**config.mk**
```make
export PLATFORM = sky130hd
export DESIGN_NAME = pc_sequencer_flat
export DESIGN_NICKNAME = d
export VERILOG_FILES = /design/src/rtl/pc_sequencer_if.sv /design/src/rtl/pc_sequencer.sv /design/src/flat_wrapper.sv
export SDC_FILE = /design/constraint.sdc
export NUM_CORES = 1
export LEC_CHECK = 0
export BUFFER_PORTS_ARGS = -buffer_cell sky130_fd_sc_hd__buf_2
export CAP_MARGIN = 30
export CORE_MARGIN = 10
export CORE_UTILIZATION = 52
export DETAILED_ROUTE_END_ITERATION = 10
export PLACE_DENSITY = 0.91
export SYNTH_ARGS = -nofsm -noshare
export SYNTH_HDL_FRONTEND = slang
export SYNTH_SLANG_ARGS = --single-unit
```
**constraint.sdc**
```tcl
create_clock -name clk -period 3.9 [get_ports clk]
set_input_delay 0 -clock clk [delete_from_list [all_inputs] [get_ports clk]]
set_output_delay 0 -clock clk [all_outputs]
set_load 0.01 [all_outputs]
```
**src/rtl/pc_sequencer_if.sv**
```systemverilog
// Fetch-side bundle between the PC sequencer and its neighbours:
// control-flow inputs, the instruction-memory handshake and the IF/ID outputs.
interface pc_sequencer_if;
   logic        stall;
   logic        exc;
   logic        jump;
   logic [31:0] jump_target;
   logic [1:0]  branch;
   logic        alu_zero;
   logic [31:0] branch_target;
   logic        imem_req;
   logic [31:0] imem_addr;
   logic        imem_ack;
   logic        fetch_valid;
   logic [31:0] fetch_pc;
   logic        flush_ifid;
   logic [31:0] pc_cur;

   modport master (
      output stall, exc, jump, jump_target, branch, alu_zero, branch_target, imem_ack,
      input  imem_req, imem_addr, fetch_valid, fetch_pc, flush_ifid, pc_cur
   );

   modport slave (
      input  stall, exc, jump, jump_target, branch, alu_zero, branch_target, imem_ack,
      output imem_req, imem_addr, fetch_valid, fetch_pc, flush_ifid, pc_cur
   );
endinterface

```
**src/rtl/pc_sequencer.sv**
```systemverilog
// Program-counter sequencer: issues word-aligned fetches, tracks the single
// outstanding request and applies exception/jump/branch redirects.
module pc_sequencer #(
   parameter logic [31:0] RESET_PC   = 32'h0000_3000,
   parameter logic [31:0] EXC_VECTOR = 32'h0000_4180
) (
   input  logic           clk,
   input  logic           rst,
   pc_sequencer_if.slave  bus
);

   typedef enum logic [1:0] {ISSUE, WAIT, HOLD, DISCARD} state_e;

   state_e      state_q, state_d;
   logic [31:0] pc_q, pc_d;
   logic [31:0] fetch_pc_q, fetch_pc_d;
   logic [31:0] pend_q, pend_d;
   logic        fetch_valid_q, fetch_valid_d;
   logic        flush_q, flush_d;

   logic        redirect;
   logic [31:0] raw_target;
   logic [31:0] target;
   logic        complete;
   logic        req_c;

   always_comb begin
      redirect = bus.exc | bus.jump |
                 ((bus.branch == 2'b01) &  bus.alu_zero) |
                 ((bus.branch == 2'b10) & ~bus.alu_zero);
      if (bus.exc)       raw_target = EXC_VECTOR;
      else if (bus.jump) raw_target = bus.jump_target;
      else               raw_target = bus.branch_target;
      target = raw_target & ~32'd3;
   end

   always_ff @(posedge clk or posedge rst) begin
      if (rst) begin
         state_q       <= ISSUE;
         pc_q          <= RESET_PC & ~32'd3;
         fetch_pc_q    <= RESET_PC & ~32'd3;
         pend_q        <= '0;
         fetch_valid_q <= 1'b0;
         flush_q       <= 1'b0;
      end else begin
         state_q       <= state_d;
         pc_q          <= pc_d;
         fetch_pc_q    <= fetch_pc_d;
         pend_q        <= pend_d;
         fetch_valid_q <= fetch_valid_d;
         flush_q       <= flush_d;
      end
   end

   always_comb begin
      state_d       = state_q;
      pc_d          = pc_q;
      fetch_pc_d    = fetch_pc_q;
      pend_d        = pend_q;
      fetch_valid_d = 1'b0;
      flush_d       = redirect;
      complete      = 1'b0;
      req_c         = 1'b0;

      case (state_q)
         ISSUE: begin
            // A redirect cycle never issues: the address it would use is stale.
            req_c = ~bus.stall & ~redirect;
            if (redirect) begin
               pc_d = target;
            end else if (!bus.stall) begin
               if (bus.imem_ack) complete = 1'b1;
               else              state_d  = WAIT;
            end
         end
         WAIT: begin
            req_c = 1'b1;
            if (redirect) begin
               if (bus.imem_ack) begin
                  pc_d    = target;
                  state_d = ISSUE;
               end else begin
                  pend_d  = target;
                  state_d = DISCARD;
               end
            end else if (bus.imem_ack) begin
               complete = 1'b1;
            end
         end
         HOLD: begin
            if (redirect) begin
               pc_d    = target;
               state_d = ISSUE;
            end else if (!bus.stall) begin
               state_d = ISSUE;
            end else begin
               fetch_valid_d = fetch_valid_q;
            end
         end
         DISCARD: begin
            // Keep the old request up until memory answers; the data is thrown away.
            req_c = 1'b1;
            if (bus.imem_ack) begin
               pc_d    = redirect ? target : pend_q;
               state_d = ISSUE;
            end else if (redirect) begin
               pend_d = target;
            end
         end
         default: state_d = ISSUE;
      endcase

      if (complete) begin
         fetch_valid_d = 1'b1;
         fetch_pc_d    = pc_q;
         pc_d          = pc_q + 32'd4;
         state_d       = bus.stall ? HOLD : ISSUE;
      end
   end

   assign bus.imem_req    = req_c & ~rst;
   assign bus.imem_addr   = pc_q;
   assign bus.pc_cur      = pc_q;
   assign bus.fetch_valid = fetch_valid_q;
   assign bus.fetch_pc    = fetch_pc_q;
   assign bus.flush_ifid  = flush_q;

endmodule

```
**src/flat_wrapper.sv**
```systemverilog
// flat-port wrapper written by rule: the top's interface ports become plain ports
module pc_sequencer_flat 
#(
   parameter logic [31:0] RESET_PC   = 32'h0000_3000,
   parameter logic [31:0] EXC_VECTOR = 32'h0000_4180
)
  (clk, rst, bus_stall, bus_exc, bus_jump, bus_jump_target, bus_branch, bus_alu_zero, bus_branch_target, bus_imem_ack, bus_imem_req, bus_imem_addr, bus_fetch_valid, bus_fetch_pc, bus_flush_ifid, bus_pc_cur);
  pc_sequencer_if bus_i ();
  input  logic clk;
  input  logic rst;
  input wire logic [$bits(bus_i.stall)-1:0] bus_stall;
  input wire logic [$bits(bus_i.exc)-1:0] bus_exc;
  input wire logic [$bits(bus_i.jump)-1:0] bus_jump;
  input wire logic [$bits(bus_i.jump_target)-1:0] bus_jump_target;
  input wire logic [$bits(bus_i.branch)-1:0] bus_branch;
  input wire logic [$bits(bus_i.alu_zero)-1:0] bus_alu_zero;
  input wire logic [$bits(bus_i.branch_target)-1:0] bus_branch_target;
  input wire logic [$bits(bus_i.imem_ack)-1:0] bus_imem_ack;
  output wire logic [$bits(bus_i.imem_req)-1:0] bus_imem_req;
  output wire logic [$bits(bus_i.imem_addr)-1:0] bus_imem_addr;
  output wire logic [$bits(bus_i.fetch_valid)-1:0] bus_fetch_valid;
  output wire logic [$bits(bus_i.fetch_pc)-1:0] bus_fetch_pc;
  output wire logic [$bits(bus_i.flush_ifid)-1:0] bus_flush_ifid;
  output wire logic [$bits(bus_i.pc_cur)-1:0] bus_pc_cur;
  assign bus_i.stall = bus_stall;
  assign bus_i.exc = bus_exc;
  assign bus_i.jump = bus_jump;
  assign bus_i.jump_target = bus_jump_target;
  assign bus_i.branch = bus_branch;
  assign bus_i.alu_zero = bus_alu_zero;
  assign bus_i.branch_target = bus_branch_target;
  assign bus_i.imem_ack = bus_imem_ack;
  assign bus_imem_req = bus_i.imem_req;
  assign bus_imem_addr = bus_i.imem_addr;
  assign bus_fetch_valid = bus_i.fetch_valid;
  assign bus_fetch_pc = bus_i.fetch_pc;
  assign bus_flush_ifid = bus_i.flush_ifid;
  assign bus_pc_cur = bus_i.pc_cur;
  pc_sequencer #(.RESET_PC(RESET_PC), .EXC_VECTOR(EXC_VECTOR)) u_core (.clk(clk), .rst(rst), .bus(bus_i));
endmodule
```
==> results.json, run 1 <==
{
  "status": "completed",
  "ys_types": 73,
  "dpl_cell_area_mm2": 0.00630,
  "hpwl_um": 11100,
  "cts_setup_buffers": 0,
  "syn_avg_cell_area_um2": 9.23,
  "drv_cap": 0,
  "vias": 4933,
  "track_usage_pct": 18.6,
  "routed-wl-met2_um": 6930,
  "met3_length_um": 1500,
  "grt_max_degree": 61,
  "tightest_slew_ns": 0.983,
  "ys_ff_latch": 100,
  "drt_wl_total_um": 15300,
  "finalMaxSlewViolations": 0,
  "finalHoldViolCount": 0,
  "cts_root_buf": "clkbuf_8",
  "dieArea_mm2": 0.0157,
  "die_h_um": 125,
  "power.density_mw_per_mm2": 411,
  "layout_commonest_cell": "buf_2",
  "wl_met1_um": 6710,
  "clock_latency_ns": 0.38,
  "drive_above_1_share_pct": 32.2,
  "final_cells": 885,
  "fin_nets": 814,
  "worstPathRequired_ns": 4.14,
  "grt_setup_unrepaired": "false",
  "grt.overflow.total": 0,
  "ys_warn_count": 0,
  "cts_sinks": 100,
  "syn_nets": 699,
  "pin_count": 172,
  "min_path_type": "in -> reg",
  "drt-initial-drc-count": 430,
  "holdWs_ns": 0.00735,
  "p_leak_nw": 3.30,
  "drc": 0,
  "setup_viol": 0,
  "htreeDepth": 3,
  "cts_inserted_buffers": 9,
  "cp.arrival_ns": 2.54,
  "drtPass1Iterations": 5,
  "critPathMaxFanout": 34,
  "fin_crit_sh_pct": 58.8,
  "postRouteAntennaNets": 0,
  "synthArstFlopShare_pct": 100,
  "fin_crit_ns": 2.29,
  "seq_area_frac_synth_pct": 43.5,
  "grt_pass1_vias": 4876,
  "fin_worst_skew_ns": 0.0166,
  "crit_path_start_kind": "flip-flop",
  "vdd_drop_max_mv": 0.220,
  "highest_layer": "met4",
  "ff_latch_area_mm2": 0.00251,
  "avgViaCountPerCell": 5.57,
  "design_area_mm2": 0.00653,
  "syn_inst": 625,
  "clkTransAtPathRegs_ns": 0.10,
  "rows": 38,
  "dp.cells": 863,
  "cts_buffer_depth": 2,
  "slew_headroom_pct": 34.2,
  "io_buffers": 167,
  "synth-edff-count": 0,
  "fin_setup_tns_ns": 0,
  "grt_pass1_wl_um": 24900,
  "place_congestion": 0.845,
  "layout_common_cells": "buf_2, nand2_1, dfrtp_1",
  "multi_input_area_mm2": 0.00274,
  "cts_tree": "built",
  "grt_antenna_before_repair": 0,
  "synth_flop_cell": "dfrtp_1",
  "detail_route.wl_per_cell_um": 17.3,
  "core_area_mm2": 0.0108,
  "start_util_pct": 53.2,
  "dieWidth_um": 125,
  "layout-area-overhead-vs-synth_pct": 13.2,
  "fillerInstances": 914,
  "diodes": 0,
  "max_freq_mhz": 436,
  "endpoint_kind": "flip-flop",
  "crit_type": "reg -> reg",
  "synth_area_mm2": 0.00577
}
## critical path: stages, from the launching register on
cell,delay (ns)
dfrtp_1,0.55
nand2b_1,0.19
nand2_1,0.21
nor2_4,0.71
buf_4,0.36
a311oi_2,0.12
## state kept, by name, indices dropped and copies added, names as in the netlist
name                    flops
u_core.bus.fetch_pc        32
u_core.bus.imem_addr       32
u_core.bus.fetch_valid      1
u_core.state_q              2
u_core.pend_q              32
u_core.bus.flush_ifid       1
## final timing paths
kind                                         startpoint                  endpoint  slack (ns)  cells past startpoint
worst max-delay path                  u_core.state_q[0]  u_core.bus.imem_addr[21]        1.61                      5
min in group asynchronous                           rst     u_core.bus.flush_ifid        0.30                      3
max in group asynchronous                           rst  u_core.bus.imem_addr[12]        2.57                      4
worst min-delay path              bus_branch_target[27]         u_core.pend_q[27]       0.007                      3
worst min register to register  u_core.bus.fetch_pc[12]   u_core.bus.fetch_pc[12]        0.46                      2
worst max register to register        u_core.state_q[0]  u_core.bus.imem_addr[21]        1.61                      5
## cells by family after synthesis
family,count (synthesis),synth area share [%]
simple gates,277,23.2
fa+ha+maj,1,0.217
xor+xnor,6,0.911
compound gates,127,16.3
flops,100,43.5
buf+inv,75,9.02
mux,39,6.94
## routing by layer
layer  track usage (%)  up-vias
met5                 0        -
met4              5.15        0
met3              6.59       16
met2              28.6      230
met1              24.4     2288
li1                  -     2399
## where the power goes
part	internal [mW]	leakage [nW]	switching, mW
Combinational	0.294	1.94	0.387
Clock	0.235	0.0799	0.367
Sequential	1.23	1.28	0.168
## per-stage QoR
| stage | util (%) | total power [mW] | worst slack (ns) |
|---|---|---|---|
| floorplan | - | 1.85 | 1.29 |
| finish | 60.2 | 2.68 | 1.61 |
| detailed placement | 58.1 | 2.10 | 1.62 |
| global route | 60.2 | 2.84 | 1.44 |
| CTS | 60.2 | 2.69 | 1.63 |
| global placement | 58.1 | 2.07 | 1.67 |
## repair_timing
item / CTS / global route
gates resized for setup: 0 / 0
hold buffers: 6 / 0
hold endpoints to repair: 61 / 0
## Yosys cell counts, drive strengths merged (4+ instances only)
library cell	number	area, um2
a211o	11	96.3
a211oi	25	198
a21oi	21	124
a311oi	6	58.8
and2	7	46.3
and3	7	48.8
and4	4	37.5
buf	67	488
clkbuf	5	18.8
dfrtp	96	2400
dfstp	4	105
mux2	8	90.1
mux2i	31	310
nand2	140	533
nand3	18	90.1
nand4	10	81.3
nor2	43	186
nor2b	5	31.3
nor3	10	61.3
nor4	6	37.5
o21ai	37	200
or2	19	119
xor2	4	35.0
## final cells by class
class | instances | area share [%]
clock buffers | 11 | 2.01
clock inverters | 5 | 0.575
inverters | 3 | 0.249
multi-input cells | 450 | 42.0
flip-flops and latches | 100 | 38.4
well taps | 140 | 2.68
repair buffers | 176 | 14.1
Power figures use the tool's default switching activity.
==> inputs of run 2 (changes only) <==
- CORE_UTILIZATION: 52 -> 47
- PLACE_DENSITY: 0.91 -> 0.88
- clock period: 3.9 -> 2.1 ns (I/O delays scaled with it)
==> results.json, run 2 (same netlist as run 1, synthesis figures left out) <==
{
  "status": "complete, but fails checks",
  "violations": "negative hold slack",
  "ff_latch_area_mm2": 0.00251,
  "rows": 40,
  "fin_crit_ns": 1.94,
  "tightest_slew_ns": 0.805,
  "layout-area-overhead-vs-synth_pct": 19.6,
  "drv_cap": 0,
  "diodes": 0,
  "drc": 0,
  "clock_latency_ns": 0.35,
  "grt_max_degree": 88,
  "grt_pass1_vias": 4958,
  "drive_above_1_share_pct": 35.0,
  "crit_type": "reg -> reg",
  "path_cells": "buf_4, o21ai_2, o21ai_0, a211o_1",
  "pin_count": 172,
  "vdd_drop_max_mv": 0.378,
  "avgViaCountPerCell": 5.64,
  "power.density_mw_per_mm2": 819,
  "htreeDepth": 3,
  "dieArea_mm2": 0.0171,
  "clkTransAtPathRegs_ns": 0.07,
  "cts_sinks": 100,
  "min_path_type": "in -> reg",
  "start_util_pct": 48.0,
  "cts_inserted_buffers": 9,
  "place_congestion": 0.847,
  "slew_headroom_pct": 46.3,
  "grt_pass1_wl_um": 25500,
  "cts_setup_buffers": 0,
  "cp_slowest_stage_delay_ns": 0.64,
  "max_freq_mhz": 514,
  "core_area_mm2": 0.0120,
  "fin_crit_sh_pct": 92.6,
  "holdWs_ns": -0.00357,
  "finalHoldViolCount": 1,
  "fillerInstances": 1059,
  "drtPass1Iterations": 5,
  "p_leak_nw": 3.50,
  "grt.overflow.total": 0,
  "dieWidth_um": 131,
  "cp_slowest_cell": "o21ai_2",
  "track_usage_pct": 18.6,
  "vias": 5162,
  "drt-initial-drc-count": 482,
  "endpoint_kind": "flip-flop",
  "grt_antenna_before_repair": 0,
  "detail_route.wl_per_cell_um": 17.6,
  "cp.arrival_ns": 2.18,
  "fin_setup_tns_ns": 0,
  "worstPathRequired_ns": 2.34,
  "layout_common_cells": "buf_2, nand2_1, dfrtp_1",
  "layout_commonest_cell": "buf_2",
  "fin_worst_skew_ns": 0.0104,
  "hpwl_um": 11900,
  "crit_path_start_kind": "flip-flop",
  "die_h_um": 131,
  "cts_root_buf": "clkbuf_16",
  "final_cells": 916,
  "grt_setup_unrepaired": "false",
  "cts_tree": "built",
  "fin_total_pwr_mw": 5.65,
  "critPathMaxFanout": 17,
  "dp.cells": 896,
  "setup_viol": 0,
  "multi_input_area_mm2": 0.00275,
  "finalMaxSlewViolations": 0,
  "io_buffers": 167,
  "postRouteAntennaNets": 0,
  "cts_buffer_depth": 2,
  "fin_nets": 838,
  "drt_wl_total_um": 16100
}
[run 2: cell types whose count changed in the layout (fill, tap and decap cells not counted), sizes merged]
| cell | change |
|---|---|
| bufinv | +1 |
| buf | +26 |
| clkinv | +1 |
| dlygate4sd3 | -2 |
| inv | -2 |
[run 2: final cells by class]
type / count / share of cell area [%]
clock buffer: 11 / 3.66
clock inverter: 5 / 0.871
inverter: 3 / 0.254
multi-input combinational: 450 / 39.8
sequential: 100 / 36.4
tap: 147 / 2.67
timing repair buffer: 200 / 16.4
[run 2: routing by layer]
metal / vias up / track usage (%) / share of wire, %
li1: 2446 / - / -
met1: 2386 / 25.6 / 45
met2: 290 / 28.0 / 44
met3: 40 / 3.79 / 8.9
met4: 0 / 7.39 / 2.8
met5: - / 0 / 0
[run 2: worst paths after layout]
path / end / startpoint / cells after the start / slack, ns
min: u_core.pend_q[14] / bus_jump_target[14] / 3 / -0.004
max: u_core.bus.imem_addr[6] / u_core.state_q[0] / 4 / 0.16
min in group asynchronous: u_core.pend_q[10] / rst / 3 / 0.17
max reg2reg: u_core.bus.imem_addr[6] / u_core.state_q[0] / 4 / 0.16
max in group asynchronous: u_core.bus.imem_addr[13] / rst / 4 / 1.16
min reg2reg: u_core.bus.fetch_pc[13] / u_core.bus.fetch_pc[13] / 2 / 0.46
[run 2: repair_timing]
action	4_1_cts	5_1_grt
endpoints found under the hold margin	16	0
resized for setup	0	1
hold buffers	4	0
setup endpoints to repair	0	1
[run 2: through the flow]
stage	util [%]	instance area (um2)	setup WS, ns	hold slack, ns
after floorplan	-	5770	0.233	0.0475
after CTS	57.4	6900	0.164	0.00462
after detailed placement	54.5	6540	0.153	0.00919
final	57.4	6900	0.155	-0.00357
after global placement	54.5	6540	0.226	-0.00118
after global routing	57.4	6900	0.0266	0.0502
[run 2: power by group]
group / internal [mW] / total (mW) / switching [mW] / leakage [nW]
clock: 0.991 / 1.72 / 0.727 / 0.152
sequential: 2.29 / 2.57 / 0.282 / 1.28
combinational: 0.590 / 1.36 / 0.769 / 2.07
total: 3.87 / 5.65 / 1.78 / 3.50
[run 2: worst max-delay path: cells and delay by family, from the launching register on]
| family | cells | cell delay (ns) |
|---|---|---|
| flip-flops | 1 | 0.43 |
| buffers and inverters | 1 | 0.18 |
| AO/OA/AOI/OAI | 3 | 1.22 |
==> inputs of run 3 (changes only) <==
- CAP_MARGIN: 30 -> default
- CORE_ASPECT_RATIO: default -> 0.75
==> results.json, run 3 (same netlist as run 1, synthesis figures left out) <==
{
  "dieWidth_um": 148,
  "fillerInstances": 1019,
  "cp.arrival_ns": 2.32,
  "finalHoldViolCount": 0,
  "setup_viol": 0,
  "grt_antenna_before_repair": 0,
  "dieArea_mm2": 0.0172,
  "cp_slowest_stage_delay_ns": 0.61,
  "utilization_pct": 59.8,
  "switchingPower_mw": 1.79,
  "dp.cells": 920,
  "min_from": "bus_jump_target[8]",
  "rows": 34,
  "die_h_um": 116,
  "cts_buffer_depth": 2,
  "power_frac_seq_pct": 44.4,
  "power.density_mw_per_mm2": 819,
  "pin_count": 172,
  "cts_tree": "built",
  "grt_pass1_vias": 5381,
  "track_usage_pct": 19.6,
  "critPathLaunch": "u_core.bus.imem_addr[12]",
  "slew_headroom_pct": 64.8,
  "fin_crit_ns": 2.06,
  "design_area_mm2": 0.00704,
  "fin_total_pwr_mw": 5.77,
  "endpoint_kind": "flip-flop",
  "io_buffers": 167,
  "layout-area-overhead-vs-synth_pct": 22.1,
  "avgViaCountPerCell": 5.52,
  "layout_commonest_cell": "buf_2",
  "min_path_type": "in -> reg",
  "drtPass1Iterations": 5,
  "clkPwrFrac_pct": 31.0,
  "grt_pass1_wl_um": 27400,
  "crit_family": "compound AO/OA/AOI/OAI gates",
  "path_cells": "nand4_1, or2_1, o311ai_0, a21oi_1, a221oi_2",
  "drt-initial-drc-count": 537,
  "fin_nets": 847,
  "crit_path_start_kind": "flip-flop",
  "diodes": 0,
  "path_buf_inv": 0,
  "status": "completed",
  "intPower_mw": 3.98,
  "drt_wl_total_um": 16900,
  "sw_frac_of_total_pct": 31.0,
  "vdd_drop_max_mv": 0.703,
  "finalMaxSlewViolations": 0,
  "htreeDepth": 3,
  "worstPathRequired_ns": 2.37,
  "r2r-start": "u_core.bus.imem_addr[12]",
  "grt_setup_unrepaired": "true",
  "hpwl_um": 12500,
  "fin_crit_sh_pct": 98.0,
  "cts_inserted_buffers": 9,
  "fin_worst_skew_ns": 0.00874,
  "start_util_pct": 49.0,
  "comb_power_share_pct": 24.5,
  "core_area_mm2": 0.0118,
  "layout_common_cells": "buf_2, nand2_1, dfrtp_1",
  "clock_latency_ns": 0.35,
  "place_congestion": 0.913,
  "detail_route.wl_per_cell_um": 18.0,
  "p_leak_nw": 3.56,
  "cts_setup_buffers": 0,
  "cts_sinks": 100,
  "postRouteAntennaNets": 0,
  "critPathMaxFanout": 9,
  "dpl_cell_area_mm2": 0.00667,
  "cts_root_buf": "clkbuf_16",
  "clkTransAtPathRegs_ns": 0.07,
  "grt.overflow.total": 0,
  "tightest_slew_ns": 0.528,
  "vias": 5191,
  "drv_cap": 0,
  "crit_type": "reg -> reg",
  "final_cells": 940,
  "cp_slowest_cell": "dfstp_2",
  "holdWs_ns": 0.00372,
  "drc": 0,
  "drive_above_1_share_pct": 35.6,
  "grt_max_degree": 63,
  "max_freq_mhz": 486
}
-- run 3: cell types whose count changed in the layout (fill, tap and decap cells not counted), sizes merged --
| cell | delta |
|---|---|
| buf | +9 |
| bufinv | +1 |
| clkbuf | +1 |
| clkinv | -2 |
-- run 3: final timing paths --
path / slack [ns] / depth (start not counted) / endpoint
worst min-delay path: 0.004 / 3 / u_core.pend_q[8]
worst max-delay path: 0.04 / 5 / u_core.bus.imem_addr[20]
max in group asynchronous: 1.46 / 4 / u_core.bus.imem_addr[22]
min in group asynchronous: 0.30 / 4 / u_core.bus.imem_addr[15]
worst max register to register: 0.04 / 5 / u_core.bus.imem_addr[20]
worst min register to register: 0.46 / 2 / u_core.bus.fetch_pc[12]
-- run 3: power by group through the flow --
stage | clock (mW) | combinational, mW | sequential [mW]
floorplan | 0 | 0.762 | 2.67
global placement | 0 | 1.38 | 2.57
detailed placement | 0 | 1.43 | 2.59
CTS | 1.81 | 1.44 | 2.56
global route | 1.89 | 1.57 | 2.61
finish | 1.79 | 1.42 | 2.56
-- run 3: metal layers --
layer  GRT usage, %  vias up  share of wire, %  routed length [um]
li1               -     2456                 -                   -
met1           23.4     2453                41                7020
met2           33.5      240                48                8160
met3           5.88       42               7.9                1340
met4           6.52        0               2.5                 417
met5              0        -                 0                   0
-- run 3: cell type report --
type	instances	area, um2	area share [%]
Multi-Input combinational cell	450	2760	39.2
Sequential cell	100	2510	35.6
Timing Repair Buffer	209	1240	17.5
Clock buffer	12	246	3.50
Tap cell	162	203	2.88
Clock inverter	4	72.6	1.03
Inverter	3	17.5	0.249
-- run 3: what timing repair did --
action | CTS | global route
gates resized for setup | 0 | 3
hold endpoints to repair | 103 | 0
setup endpoints to repair | 0 | 2
hold buffers | 4 | 0
-- run 3: per-stage QoR --
step | worst slack, ns | TNS (ns)
after detailed placement | 0.173 | 0
after global routing | -0.0151 | -0.0151
after CTS | 0.151 | 0
after global placement | 0.242 | 0
after floorplan | 0.233 | 0
final | 0.0423 | 0
-- run 3: worst register-to-register path, stage by stage, from the launching register on --
cell and delay (ns):
dfstp_2 0.61, nand4_1 0.30, or2_1 0.38, o311ai_0 0.37
a21oi_1 0.14, a221oi_2 0.17
